[config.mk]
export PLATFORM = sky130hd
export DESIGN_NAME = mux_4to1_rr_arb_flat
export DESIGN_NICKNAME = d
export VERILOG_FILES = /design/src/rtl/mux_4to1_rr_arb_pkg.sv /design/src/rtl/mux_4to1_rr_arb_if.sv /design/src/rtl/mux_4to1_rr_arb_rr_pick4.sv /design/src/rtl/mux_4to1_rr_arb.sv /design/src/flat_wrapper.sv
export SDC_FILE = /design/constraint.sdc
export NUM_CORES = 1
export LEC_CHECK = 0
export ABC_CLOCK_PERIOD_IN_PS = 2200
export CORE_MARGIN = 4
export CORE_UTILIZATION = 44
export DETAILED_ROUTE_END_ITERATION = 12
export PLACE_DENSITY_LB_ADDON = 0.08
export SETUP_SLACK_MARGIN = 0.15
export SYNTH_ARGS = -nofsm -noshare
export SYNTH_HDL_FRONTEND = slang
export SYNTH_SLANG_ARGS = --single-unit
export TNS_END_PERCENT = 10
[constraint.sdc]
create_clock -name clk -period 2.2 [get_ports clk]
set_input_delay 0.33 -clock clk [delete_from_list [all_inputs] [get_ports clk]]
set_output_delay 0.33 -clock clk [all_outputs]
set_load 0.05 [all_outputs]
[src/rtl/mux_4to1_rr_arb_pkg.sv]
// Shared types and constants for the round-robin mux arbiter.
// Includes the FSM encoding, requester sizing and small helper functions.
package mux_arb_pkg;

    localparam int IDX_W = 2;
    localparam int NREQ  = 4;

    typedef enum logic [0:0] {
        ST_IDLE = 1'b0,
        ST_BUSY = 1'b1
    } state_t;

    // hold counter never narrower than one bit, even for MAX_HOLD=1
    function automatic int hold_w(input int max_hold);
        return (max_hold > 1) ? $clog2(max_hold) : 1;
    endfunction

    function automatic logic [NREQ-1:0] idx_to_onehot(input logic [IDX_W-1:0] idx);
        return 4'b0001 << idx;
    endfunction

endpackage

[src/rtl/mux_4to1_rr_arb_if.sv]
// Request/data/grant bundle between the four requesters and the arbiter.
interface mux_4to1_rr_arb_if #(
    parameter int WIDTH = 1
);
    logic [3:0]       req;
    logic [WIDTH-1:0] x0;
    logic [WIDTH-1:0] x1;
    logic [WIDTH-1:0] x2;
    logic [WIDTH-1:0] x3;
    logic [3:0]       gnt;
    logic             s1;
    logic             s0;
    logic [WIDTH-1:0] f;
    logic             f_valid;

    modport master (
        output req, x0, x1, x2, x3,
        input  gnt, s1, s0, f, f_valid
    );

    modport slave (
        input  req, x0, x1, x2, x3,
        output gnt, s1, s0, f, f_valid
    );
endinterface

[src/rtl/mux_4to1_rr_arb_rr_pick4.sv]
// Combinational round-robin picker: first set request at or above ptr, mod 4.
module rr_pick4
    import mux_arb_pkg::*;
(
    input  logic [NREQ-1:0]  req,
    input  logic [IDX_W-1:0] ptr,
    output logic [IDX_W-1:0] idx,
    output logic             any
);
    logic [2*NREQ-1:0] dbl_s;
    logic [NREQ-1:0]   rot_s;
    logic [IDX_W-1:0]  off_s;

    // rotate so ptr lands on bit 0, then priority-encode the lowest set bit
    always_comb begin
        dbl_s = {req, req} >> ptr;
        rot_s = dbl_s[NREQ-1:0];
        casez (rot_s)
            4'b???1: off_s = 2'd0;
            4'b??10: off_s = 2'd1;
            4'b?100: off_s = 2'd2;
            4'b1000: off_s = 2'd3;
            default: off_s = 2'd0;
        endcase
        idx = ptr + off_s;
        any = |req;
    end
endmodule

[src/rtl/mux_4to1_rr_arb.sv]
// Round-robin arbiter driving a shared 4-to-1 mux select, with hold limit
// and a registered data/valid output stage one cycle behind the grant.
module mux_4to1_rr_arb
    import mux_arb_pkg::*;
#(
    parameter int WIDTH    = 1,
    parameter int MAX_HOLD = 8
) (
    input  logic                 clk,
    input  logic                 rst,
    mux_4to1_rr_arb_if.slave     bus
);
    localparam int                HOLD_W   = hold_w(MAX_HOLD);
    localparam logic [HOLD_W-1:0] HOLD_ONE = HOLD_W'(1);
    localparam logic [31:0]       HOLD_LIM = 32'(MAX_HOLD - 1);

    state_t            state_r, state_s;
    logic [NREQ-1:0]   gnt_r, gnt_s;
    logic [IDX_W-1:0]  sel_r, sel_s;
    logic [IDX_W-1:0]  ptr_r, ptr_s;
    logic [HOLD_W-1:0] hold_r, hold_s;
    logic [WIDTH-1:0]  f_r, data_s;
    logic              f_valid_r;
    logic [IDX_W-1:0]  pick_idx_s;
    logic              pick_any_s;
    logic              keep_s;

    rr_pick4 u_pick (
        .req (bus.req),
        .ptr (ptr_r),
        .idx (pick_idx_s),
        .any (pick_any_s)
    );

    // arbitration state register
    always_ff @(posedge clk) begin
        if (rst) begin
            state_r <= ST_IDLE;
            gnt_r   <= 4'b0000;
            sel_r   <= 2'b00;
            ptr_r   <= 2'b00;
            hold_r  <= '0;
        end else begin
            state_r <= state_s;
            gnt_r   <= gnt_s;
            sel_r   <= sel_s;
            ptr_r   <= ptr_s;
            hold_r  <= hold_s;
        end
    end

    // next grant: keep owner until it drops or its hold budget runs out
    always_comb begin
        state_s = state_r;
        gnt_s   = gnt_r;
        sel_s   = sel_r;
        ptr_s   = ptr_r;
        hold_s  = hold_r;
        keep_s  = bus.req[sel_r] && (32'(hold_r) < HOLD_LIM);
        case (state_r)
            ST_IDLE: begin
                if (pick_any_s) begin
                    state_s = ST_BUSY;
                    gnt_s   = idx_to_onehot(pick_idx_s);
                    sel_s   = pick_idx_s;
                    ptr_s   = pick_idx_s + 2'd1;
                    hold_s  = '0;
                end else begin
                    state_s = ST_IDLE;
                end
            end
            ST_BUSY: begin
                if (keep_s) begin
                    hold_s = hold_r + HOLD_ONE;
                end else if (pick_any_s) begin
                    // ptr already sits at owner+1, so a lone owner wraps back to itself
                    gnt_s  = idx_to_onehot(pick_idx_s);
                    sel_s  = pick_idx_s;
                    ptr_s  = pick_idx_s + 2'd1;
                    hold_s = '0;
                end else begin
                    state_s = ST_IDLE;
                    gnt_s   = 4'b0000;
                    hold_s  = '0;
                end
            end
            default: begin
                state_s = ST_IDLE;
                gnt_s   = 4'b0000;
                hold_s  = '0;
            end
        endcase
    end

    // shared mux datapath selected by the registered grant index
    always_comb begin
        case (sel_r)
            2'd0:    data_s = bus.x0;
            2'd1:    data_s = bus.x1;
            2'd2:    data_s = bus.x2;
            2'd3:    data_s = bus.x3;
            default: data_s = bus.x0;
        endcase
    end

    // output stage; f holds across idle cycles
    always_ff @(posedge clk) begin
        if (rst) begin
            f_r       <= '0;
            f_valid_r <= 1'b0;
        end else begin
            f_valid_r <= |gnt_r;
            if (|gnt_r) begin
                f_r <= data_s;
            end else begin
                f_r <= f_r;
            end
        end
    end

    assign bus.gnt     = gnt_r;
    assign bus.s1      = sel_r[1];
    assign bus.s0      = sel_r[0];
    assign bus.f       = f_r;
    assign bus.f_valid = f_valid_r;
endmodule

[src/flat_wrapper.sv]
// flat-port wrapper written by rule: the top's interface ports become plain ports
module mux_4to1_rr_arb_flat import mux_arb_pkg::*;
#(
    parameter int WIDTH    = 1,
    parameter int MAX_HOLD = 8
)
  (clk, rst, bus_req, bus_x0, bus_x1, bus_x2, bus_x3, bus_gnt, bus_s1, bus_s0, bus_f, bus_f_valid);
  mux_4to1_rr_arb_if #(.WIDTH(WIDTH)) bus_i ();
  input  logic clk;
  input  logic rst;
  input wire logic [$bits(bus_i.req)-1:0] bus_req;
  input wire logic [$bits(bus_i.x0)-1:0] bus_x0;
  input wire logic [$bits(bus_i.x1)-1:0] bus_x1;
  input wire logic [$bits(bus_i.x2)-1:0] bus_x2;
  input wire logic [$bits(bus_i.x3)-1:0] bus_x3;
  output wire logic [$bits(bus_i.gnt)-1:0] bus_gnt;
  output wire logic [$bits(bus_i.s1)-1:0] bus_s1;
  output wire logic [$bits(bus_i.s0)-1:0] bus_s0;
  output wire logic [$bits(bus_i.f)-1:0] bus_f;
  output wire logic [$bits(bus_i.f_valid)-1:0] bus_f_valid;
  assign bus_i.req = bus_req;
  assign bus_i.x0 = bus_x0;
  assign bus_i.x1 = bus_x1;
  assign bus_i.x2 = bus_x2;
  assign bus_i.x3 = bus_x3;
  assign bus_gnt = bus_i.gnt;
  assign bus_s1 = bus_i.s1;
  assign bus_s0 = bus_i.s0;
  assign bus_f = bus_i.f;
  assign bus_f_valid = bus_i.f_valid;
  mux_4to1_rr_arb #(.WIDTH(WIDTH), .MAX_HOLD(MAX_HOLD)) u_core (.clk(clk), .rst(rst), .bus(bus_i));
endmodule
==> results.tsv, run 1 <==
stage	metric	value	unit
outcome	status	finished with violations	
outcome	violations	negative setup slack	
synthesis	synth-edff-count	0	
clocking	cts_tree	done	
synthesis	yosysWarnings	0	
worst_setup_path	end_kind	register	
clocking	cts_made_buffers	3	
timing	setup_ws	-0.04002	ns
worst_setup_path	crit_fanout	5	
synthesis	synth_nets	111	
timing	maxSlewHeadroom	0.6506	
placed_design	postPlaceCellArea	0.001129	sq mm
route	routed_wl	1948	microns
clocking	cts_buffer_depth	2	
timing	finalSetupViolCount	5	
die	start_util	0.4738	
finish	multi_input_area	611.8	sq um
pwr	vdd_ir_drop_max	0.8825	mV
timing	whs	0.5008	ns
worst_hold_path	whs_endpoint	u_core.hold_r[2]	
die	rows	15	
timing	max_freq	446.4	MHz
global_route	grt_pass1_vias	809	
worst_setup_path	required	2.35	ns
worst_hold_path	min_path_type	register to register	
clocking	cts.sinks	14	
finish	design_area	0.001282	sq mm
route	viasPerCell	5.430	
timing	drv_slew	0	
synthesis	yosys.area.top_type	dfxtp_1	
timing	worstMarginPinSlew	0.5225	ns
worst_setup_path	r2r_start	u_core.ptr_r[0]	
synthesis	synthTopCellsByArea	dfxtp_1 (34%), ha_1 (9.1%), nor2_1 (8.6%), mux2i_1 (4.8%), a22oi_1 (4.5%)	
route	drc_errors	0	
pwr	power_density	1395	mW/mm^2
placed_design	dpl.hpwl	1393	microns
route	vias	820	
worst_setup_path	worstPathArrival	2.39	ns
worst_setup_path	r2r_cells	10	
route	wl_per_cell	12.90	microns
global_route	grt_max_degree	15	
die	die_h	51.36	microns
timing	period_share	1.018	
route	ant_nets	0	
pwr	p_total	0.001790	W
die	num_io_pins	18	
worst_setup_path	crit_path_start_kind	register	
finish	nNetsFinal	143	
worst_setup_path	reg2reg_to	u_core.bus.gnt[0]	
placed_design	placement.io_buffers	17	
synthesis	yosysTopAreaCellShare	0.3389	
global_route	grt-ovfl-total	0	
synthesis	synth_flop_cell	dfxtp_1	
placed_design	gp_congestion	0.8065	
route	drt_iter0_drc	15	
synthesis	syn_inst	95	
global_route	grt_usage	0.1694	
die	design.core.area	0.001745	sq mm
synthesis	ys_seq_elements	14	
worst_hold_path	holdPathStages	1	
pwr	p_leak	0.5099	nW
worst_setup_path	ff2ff_setup_slack	-0.04	ns
finish	register_area	284.0	sq um
die	die_w	51.36	microns
die	die-area	0.002637	sq mm
clocking	cts-root-buf	clkbuf_4	
timing	post-route-min-period	2.240	ns
flow_run	max-cap-violations	0	
route	dr.pass1.iters	4	
timing	hold_viol	0	
global_route	grt_pass1_wl	3353	microns
timing	fin_skew	0.004562	ns
worst_hold_path	min_from	u_core.hold_r[2]	
synthesis	synthesis.area	827.0	sq um
clocking	insertion_delay	0.28	ns
finish	drive_above_1_share	0.3254	
synthesis	async_flop_share	0	
global_route	antenna_found_initial	0	
finish	synthToLayoutAreaGrowth	55.07	%
timing	rsz0062_at_grt	true	
clocking	clk_pin_slew	0.09	ns
finish	nFillCells	136	
synthesis	ys_types	34	
worst_setup_path	crit_type	register to register	
synthesis	syn-mean-instance-area	8.706	sq um
clocking	h-tree-depth	1	
finish	antenna_cells	0	
synthesis	ys_seq_area_frac	0.3389	
## how the worst max path moves through the flow
| stage | slack, ns | to | start |
|---|---|---|---|
| 3_5_place_dp | -0.51 | u_core.bus.gnt[0] | bus_req[2] |
| 2_1_floorplan | -0.13 | u_core.bus.gnt[0] | bus_req[0] |
| 4_1_cts | -0.06 | u_core.bus.gnt[0] | u_core.ptr_r[0] |
| 5_1_grt | -0.13 | u_core.bus.gnt[3] | u_core.ptr_r[0] |
| 3_3_place_gp | -0.47 | u_core.bus.gnt[0] | bus_req[0] |
| 6_report | -0.04 | u_core.bus.gnt[0] | u_core.ptr_r[0] |
## cell usage in the layout, fill, tap and decap left out, drive strengths merged, types with 2 or more instances in the layout
cell and instances:
a211oi 3, a21oi 2, a22oi 5, a311oi 2, buf 16, clkbuf 4
clkdlybuf4s15 2, clkdlybuf4s50 13, dfxtp 14, dlygate4sd2 2, ha 6, inv 3
mux2i 4, nand2 5, nand2b 2, nor2 19, nor4 2, o2111ai 2
o21ai 4, or3 3
## critical path, stage by stage (launching register included)
cell and delay [ns]:
dfxtp_4 0.37, nor2b_2 0.16, a22oi_2 0.21, o2111ai_4 0.15, ha_2 0.22, xnor2_2 0.13
or3_4 0.38, and2_4 0.17, ha_4 0.15, a22oi_2 0.13, nor2_1 0.06
## per-layer routing
metal | wire length [microns] | track usage | vias to the layer above
met5 | 0 | 0 | -
met4 | 13 | 0.06114 | 0
met1 | 805 | 0.1693 | 395
met3 | 63 | 0.04373 | 2
li1 | - | - | 413
met2 | 1065 | 0.3305 | 10
## Yosys cell counts, drive strengths merged, types with 2 or more instances
| library cell | number |
|---|---|
| o21ai | 4 |
| inv | 3 |
| a21oi | 2 |
| buf | 5 |
| nand2 | 5 |
| ha | 6 |
| dfxtp | 14 |
| a22oi | 5 |
| nand2b | 2 |
| nor4 | 2 |
| a311oi | 2 |
| mux2i | 4 |
| nor2 | 19 |
| or3 | 3 |
| a211oi | 3 |
| o2111ai | 2 |
## flip-flops by register name, indices dropped and copies added, names as in the netlist
register,cells
u_core.bus.f,1
u_core.bus.f_valid,1
u_core.bus.gnt,4
u_core.hold_r,3
u_core.ptr_r,2
u_core.sel_r,2
u_core.state_r,1
## layout make-up
type / instances / area share
flip-flops and latches: 14 / 0.2215
repair buffers: 33 / 0.2400
inverters: 3 / 0.008780
multi-input cells: 72 / 0.4771
well taps: 25 / 0.02439
clock buffers: 4 / 0.02829
## power by group
part / leakage (nW) / internal (W) / switching, W / total [W]
clock: 0.0210 / 0.000101 / 0.0000830 / 0.000184
sequential: 0.116 / 0.000340 / 0.0000965 / 0.000437
combinational: 0.373 / 0.000566 / 0.000604 / 0.00117
total: 0.510 / 0.00101 / 0.000783 / 0.00179
## per-stage QoR
step                utilization  worst slack (ns)  std cells  TNS, ns
detailed placement       0.6466           -0.5105        144   -2.767
global placement         0.6466           -0.4706        144   -2.520
CTS                      0.7032          -0.05996        151  -0.2282
global route             0.7348           -0.1281        151  -0.6095
floorplan                     -           -0.1253         95  -0.3491
finish                   0.7348          -0.04002        151  -0.1276
## timing repair
action / 4_1_cts / 5_1_grt
hold buffers: 0 / 0
pin swaps: 11 / 6
endpoints found under the hold margin: 0 / 0
setup endpoints to repair: 6 / 6
setup buffers: 3 / 0
gates resized for setup: 14 / 12
## cell families after synthesis
| kind of cell | after synthesis | share of synthesized area |
|---|---|---|
| xor gates and xnor gates | 1 | 0.01059 |
| adders and majority gates | 6 | 0.09077 |
| DFF | 14 | 0.3389 |
| muxes | 5 | 0.07564 |
| and+or+nand+nor | 36 | 0.2088 |
| buffers and inverters | 9 | 0.05597 |
| AOI/OAI and AO/OA | 24 | 0.2194 |
(Power assumes the default switching activity.)
==> run 2: changes to the inputs <==
Settings changed: ABC_CLOCK_PERIOD_IN_PS 2200 to 1870.
Clock period 2.2 ns to 1.87 ns, I/O delays scaled along.
==> results.tsv, run 2 (synthesis results as in run 1) <==
stage	metric	value	unit	change
die	die_w	51.36	microns	unchanged
route	dr.pass1.iters	4		unchanged
worst_setup_path	crit_fanout	7		+2
pwr	p_leak	0.5531	nW	+8.5%
clocking	cts_tree	done		
route	routed_wl	1967	microns	+0.98%
die	die-area	0.002637	sq mm	unchanged
worst_setup_path	crit_type	register to register		
finish	synthToLayoutAreaGrowth	51.29	%	
die	num_io_pins	18		unchanged
route	viasPerCell	5.500		+1.3%
worst_setup_path	reg2reg_to	u_core.bus.gnt[1]		
finish	mostFrequentLayoutCell	nor2_1		
finish	layout_common_cells	nor2_1 (19), buf_4 (16), dfxtp_1 (13), dlygate4sd2_1 (8), clkdlybuf4s50_1 (6)		
outcome	status	finished with violations		
clocking	holdBufCountCts	0		unchanged
finish	largest_reg_flops	4		unchanged
route	wl_met3	93	microns	+48%
timing	setup_ws	-0.2937	ns	-0.2537 ns
worst_setup_path	r2r_cells	9		-1
global_route	grt-ovfl-total	0		unchanged
clocking	clk_pin_slew	0.09	ns	about the same
route	wl_per_cell	12.94	microns	+0.31%
global_route	grt_usage	0.1596		-0.009847
global_route	grt_pass1_wl	3201	microns	-4.5%
worst_setup_path	crit_path_start_kind	register		
placed_design	dpl.hpwl	1419	microns	+1.9%
clocking	cts.sinks	14		unchanged
route	drc_errors	0		unchanged
finish	nNetsFinal	144		+0.70%
worst_setup_path	r2r_start	u_core.ptr_r[0]		
route	ant_nets	0		unchanged
clocking	cts_buffer_depth	2		unchanged
finish	multi_input_area	583.1	sq um	-4.7%
worst_hold_path	whs_endpoint	u_core.hold_r[2]		
timing	hold_viol	0		unchanged
route	dr_wl_met2	1071	microns	+0.56%
worst_hold_path	min_from	u_core.hold_r[2]		
route	vias	836		+2.0%
route	drt-met1-wl	789	microns	-2.0%
timing	period_share	1.157		+0.1389
worst_setup_path	critPathLaunch	u_core.ptr_r[0]		
clocking	insertion_delay	0.28	ns	about the same
finish	design_area	0.001251	sq mm	-2.4%
timing	drv_slew	0		unchanged
global_route	grt_pass1_vias	791		-2.2%
clocking	h-tree-depth	1		unchanged
worst_setup_path	ff2ff_setup_slack	-0.29	ns	-0.25 ns
clocking	cts-root-buf	clkbuf_4		
timing	maxSlewHeadroom	0.6332		-0.01735
global_route	grt_max_degree	15		unchanged
placed_design	gp_congestion	0.7719		-4.3%
pwr	power_density	1618	mW/mm^2	+16%
placed_design	postPlaceCellArea	0.001139	sq mm	+0.89%
timing	post-route-min-period	2.164	ns	-0.07635 ns
timing	max_freq	462.2	MHz	+3.5%
die	design.core.area	0.001745	sq mm	unchanged
worst_setup_path	worstPathArrival	2.32	ns	-0.07 ns
pwr	vdd_ir_drop_max	0.9214	mV	+4.4%
placed_design	placement.io_buffers	17		unchanged
worst_setup_path	required	2.02	ns	-0.33 ns
finish	register_area	284.0	sq um	unchanged
timing	fin_skew	0.001124	ns	-0.003438 ns
die	die_h	51.36	microns	unchanged
die	rows	15		unchanged
worst_hold_path	holdPathStages	1		unchanged
flow_run	max-cap-violations	0		unchanged
finish	drive_above_1_share	0.3307		+0.005312
timing	rsz0062_at_grt	true		
global_route	antenna_found_initial	0		unchanged
timing	worstMarginPinSlew	0.5484	ns	+0.02595 ns
route	top_layer	met4		
finish	antenna_cells	0		unchanged
clocking	cts_made_buffers	3		unchanged
timing	whs	0.4952	ns	-0.005651 ns
outcome	violations	negative setup slack		
worst_hold_path	min_path_type	register to register		
route	drt_iter0_drc	11		-4
finish	nFillCells	146		+7.4%
worst_setup_path	end_kind	register		
timing	finalSetupViolCount	6		+1
die	start_util	0.4738		unchanged
==> run 2: changes by cell type in the layout (fill, tap and decap cells not counted), sizes merged <==
cell           change
dlymetal6s2s       +1
dlygate4sd2        +6
buf                +3
clkdlybuf4s50      -7
clkdlybuf4s15      -2
==> run 2: power by group <==
group | switching, W | internal (W) | total [W]
Clock | 0.000101 | 0.000118 | 0.000220
Combinational | 0.000679 | 0.000626 | 0.00131
Sequential | 0.0000999 | 0.000400 | 0.000500
Total | 0.000880 | 0.00114 | 0.00202
==> run 2: through the flow <==
stage          power [W]  setup TNS, ns  setup slack [ns]  cells  utilization
2_1_floorplan   0.001307         -1.647           -0.3891     95            -
3_3_place_gp    0.001625         -5.464           -0.8448    146       0.6523
3_5_place_dp    0.001660         -5.932           -0.9169    146       0.6523
4_1_cts         0.002000         -1.585           -0.3062    152       0.7090
5_1_grt         0.002164         -1.965           -0.3765    152       0.7168
6_report        0.002025         -1.405           -0.2937    152       0.7168
==> run 2: layout make-up <==
type,instances,share of cell area
Inverter,3,0.009000
Tap cell,25,0.02500
Sequential cell,14,0.2270
Multi-Input combinational cell,72,0.4660
Clock buffer,4,0.02900
Timing Repair Buffer,34,0.2440
==> run 2: how the worst max path moves through the flow <==
| stage | end | slack (ns) | cells after the start |
|---|---|---|---|
| after floorplan | u_core.bus.gnt[0] | -0.39 | 10 |
| after global placement | u_core.bus.gnt[0] | -0.84 | 11 |
| after detailed placement | u_core.bus.gnt[1] | -0.92 | 11 |
| after CTS | u_core.bus.gnt[1] | -0.31 | 10 |
| after global routing | u_core.bus.gnt[2] | -0.38 | 10 |
| final | u_core.bus.gnt[1] | -0.29 | 9 |
==> run 2: repair_timing <==
item                       4_1_cts  5_1_grt
buffers inserted                 2        0
setup endpoints to repair       12        9
resized for setup               20        5
pin swaps                       12        8
==> run 2: per-layer routing <==
layer / vias up / GRT usage
met2: 21 / 0.3155
li1: 414 / -
met5: - / 0
met4: 0 / 0.03930
met3: 2 / 0.04373
met1: 399 / 0.1619
==> run 2: worst max-delay path, cell delays in order (launching register included) <==
cell       delay, ns
dfxtp_4         0.38
or4_4           0.42
o2111ai_2       0.09
ha_2            0.21
xnor2_2         0.07
or3_4           0.38
and2_4          0.17
ha_4            0.15
a22oi_2         0.12
nor2_1          0.06
==> run 3: changes to the inputs <==
Settings changed: ABC_CLOCK_PERIOD_IN_PS 1870 to 2500, CORE_UTILIZATION 44 to 52.
Clock period 1.87 ns to 2.5 ns, I/O delays scaled along.
==> results.tsv, run 3 (synthesis results as in run 1) <==
stage	metric	value	unit	change
clocking	cts-root-buf	clkbuf_4		
route	drt_iter0_drc	11		unchanged
clocking	post-cts-setup-buffer-count	0		-2
pwr	combPwrFrac	0.602		-0.043
clocking	h-tree-depth	1		unchanged
pwr	vdd_ir_drop_max	0.6378	mV	-31%
finish	drive_above_1_share	0.2645		-0.06625
timing	maxSlewHeadroom	0.6467		+0.01348
pwr	seq_power_share	0.278		+0.031
pwr	p_total	0.001380	W	-32%
global_route	grtUsageMet3	0.04511		+0.001381
global_route	grtUsageMet2	0.3773		+0.06186
clocking	cts_buffer_depth	2		unchanged
route	dr.pass1.iters	4		unchanged
die	die_w	47.88	microns	-6.8%
worst_setup_path	crit_type	input pin to register		
worst_setup_path	worst-path-buf-inv	1		+1
worst_setup_path	crit_chain	clkdlybuf4s15_1 > nor2_2 > or4_4 > o2111ai_2 > ha_2 > xnor2_2 > or3_1 > and2_4 > ha_1 > a22oi_1 > nor2_1		
finish	mostFrequentLayoutCell	nor2_1		
timing	max_freq	436.2	MHz	
pwr	internal-power	0.0007625	W	-33%
route	routed_wl	2119	microns	+7.7%
flow_run	max-cap-violations	0		unchanged
global_route	antenna_found_initial	0		unchanged
worst_setup_path	crit_fanout	2		-5
timing	drv_slew	0		unchanged
placed_design	place_ws	-0.4134	ns	+0.5034 ns
timing	setup_ws	0.2072	ns	+0.5009 ns
placed_design	postPlaceCellArea	0.001082	sq mm	-4.9%
worst_setup_path	ff2ff_setup_slack	0.25	ns	+0.54 ns
placed_design	placement.io_buffers	17		unchanged
placed_design	dp_cells	133		-8.9%
worst_setup_path	worstPathArrival	2.44	ns	+0.12 ns
die	design.core.area	0.001506	sq mm	-14%
global_route	grt_pass1_vias	786		-0.63%
pwr	switchingPower	0.0006172	W	-30%
die	num_io_pins	18		unchanged
die	die-area	0.002292	sq mm	-13%
outcome	status	finished, final reports clean		
worst_setup_path	cp_slowest_stage_delay	0.47	ns	+0.05 ns
clocking	insertion_delay	0.28	ns	about the same
worst_setup_path	end_kind	register		
pwr	power_density	1210	mW/mm^2	-25%
timing	hold_viol	0		unchanged
route	wl_per_cell	15.47	microns	+20%
finish	synthToLayoutAreaGrowth	37.82	%	
route	ant_nets	0		unchanged
pwr	p_leak	0.4727	nW	-15%
finish	layout_common_cells	nor2_1 (18), clkdlybuf4s50_1 (13), dfxtp_1 (13), buf_4 (11), nand2_1 (5)		
worst_setup_path	required	2.65	ns	+0.63 ns
placed_design	dpl.hpwl	1588	microns	+12%
route	vias	819		-2.0%
timing	post-route-min-period	2.293	ns	
die	start_util	0.5490		+0.07517
timing	period_share	0.9171		
worst_hold_path	min_path_type	input pin to register		
clocking	cts_made_buffers	3		unchanged
finish	nNetsFinal	138		-4.2%
finish	post-route-util	0.7566		+0.03980
placed_design	gp_congestion	0.7869		+1.9%
timing	rsz0062_at_grt	false		
route	viasPerCell	5.978		+8.7%
finish	largest_reg_flops	4		unchanged
global_route	grt_usage	0.2000		+0.04044
finish	instances_no_fill	137		-9.9%
pwr	p_sw_frac	0.4474		+0.01265
global_route	grt_pass1_wl	3160	microns	-1.3%
timing	fin_skew	0.009202	ns	+0.008078 ns
timing	finalSetupViolCount	0		-6
clocking	cts.sinks	14		unchanged
die	die_h	47.88	microns	-6.8%
worst_setup_path	crit_path_start_kind	input pin		
route	drc_errors	0		unchanged
global_route	grt_util_met1	0.2094		+0.04743
timing	worstMarginPinSlew	0.5282	ns	-0.02016 ns
die	rows	14		-1
worst_setup_path	cpMaxStageDelayCell	or4_4		
finish	design_area	0.001140	sq mm	-8.9%
worst_setup_path	cp_top_family	simple AND/OR/NAND/NOR gates		
clocking	clk_pin_slew	0.09	ns	about the same
clocking	holdBufCountCts	0		unchanged
global_route	busiest_layer	met2		
pwr	power.share.clock	0.120		+0.012
global_route	grt_max_degree	15		unchanged
finish	antenna_cells	0		unchanged
clocking	cts_tree	done		
global_route	grt-ovfl-total	0		unchanged
[run 3: cell types whose count changed in the layout (fill, tap and decap cells not counted), moves of 2 or more]
| cell | change |
|---|---|
| a22oi_2 | -2 |
| buf_6 | -2 |
| dlygate4sd2_1 | -8 |
| clkdlybuf4s50_1 | +7 |
| a22oi_1 | +2 |
| buf_4 | -5 |
| clkbuf_2 | +3 |
[run 3: final timing paths]
check                  startpoint           endpoint  cells after the start
setup / recovery       bus_req[3]  u_core.bus.gnt[0]                     11
hold / removal         bus_req[2]     u_core.state_r                      4
setup reg to reg  u_core.ptr_r[0]  u_core.bus.gnt[0]                      9
hold reg to reg      u_core.bus.f       u_core.bus.f                      2
[run 3: timing repair]
action                                  in CTS  in global routing
endpoints found under the setup margin       6                  5
hold endpoints to repair                     0                  0
resized for setup                            6                 15
pin swaps                                    4                  6
[run 3: final cells by class]
type,instances,area [sq um]
Fill cell,117,366.6
Clock buffer,4,36.28
Sequential cell,14,284.0
Timing Repair Buffer,28,237.7
Tap cell,16,20.02
Multi-Input combinational cell,72,550.5
Inverter,3,11.26
[run 3: power groups by stage]
stage                     clock, W  combinational [W]  sequential (W)
final                     0.000166           0.000831        0.000383
after CTS                 0.000169           0.000806        0.000375
after detailed placement         0           0.000798        0.000376
after floorplan                  0           0.000450        0.000506
after global placement           0           0.000767        0.000375
after global routing      0.000182           0.000908        0.000395
[run 3: routing by layer]
layer	share of wire	up-vias	routed length, microns
li1	-	399	-
met4	0.011	0	23
met1	0.37	389	785
met2	0.56	27	1192
met5	0	-	0
met3	0.056	4	118
[run 3: tightest hold or removal path, stage by stage]
cell	delay, ns
clkbuf_2	0.12
buf_4	0.13
nor4_2	0.06
nor2_1	0.08
[run 3: per-stage QoR]
stage	setup TNS (ns)	hold WS (ns)
2_1_floorplan	0	0.4434
3_3_place_gp	-1.500	0.4706
3_5_place_dp	-2.085	0.4869
4_1_cts	0	0.5016
5_1_grt	0	0.5188
6_report	0	0.5053
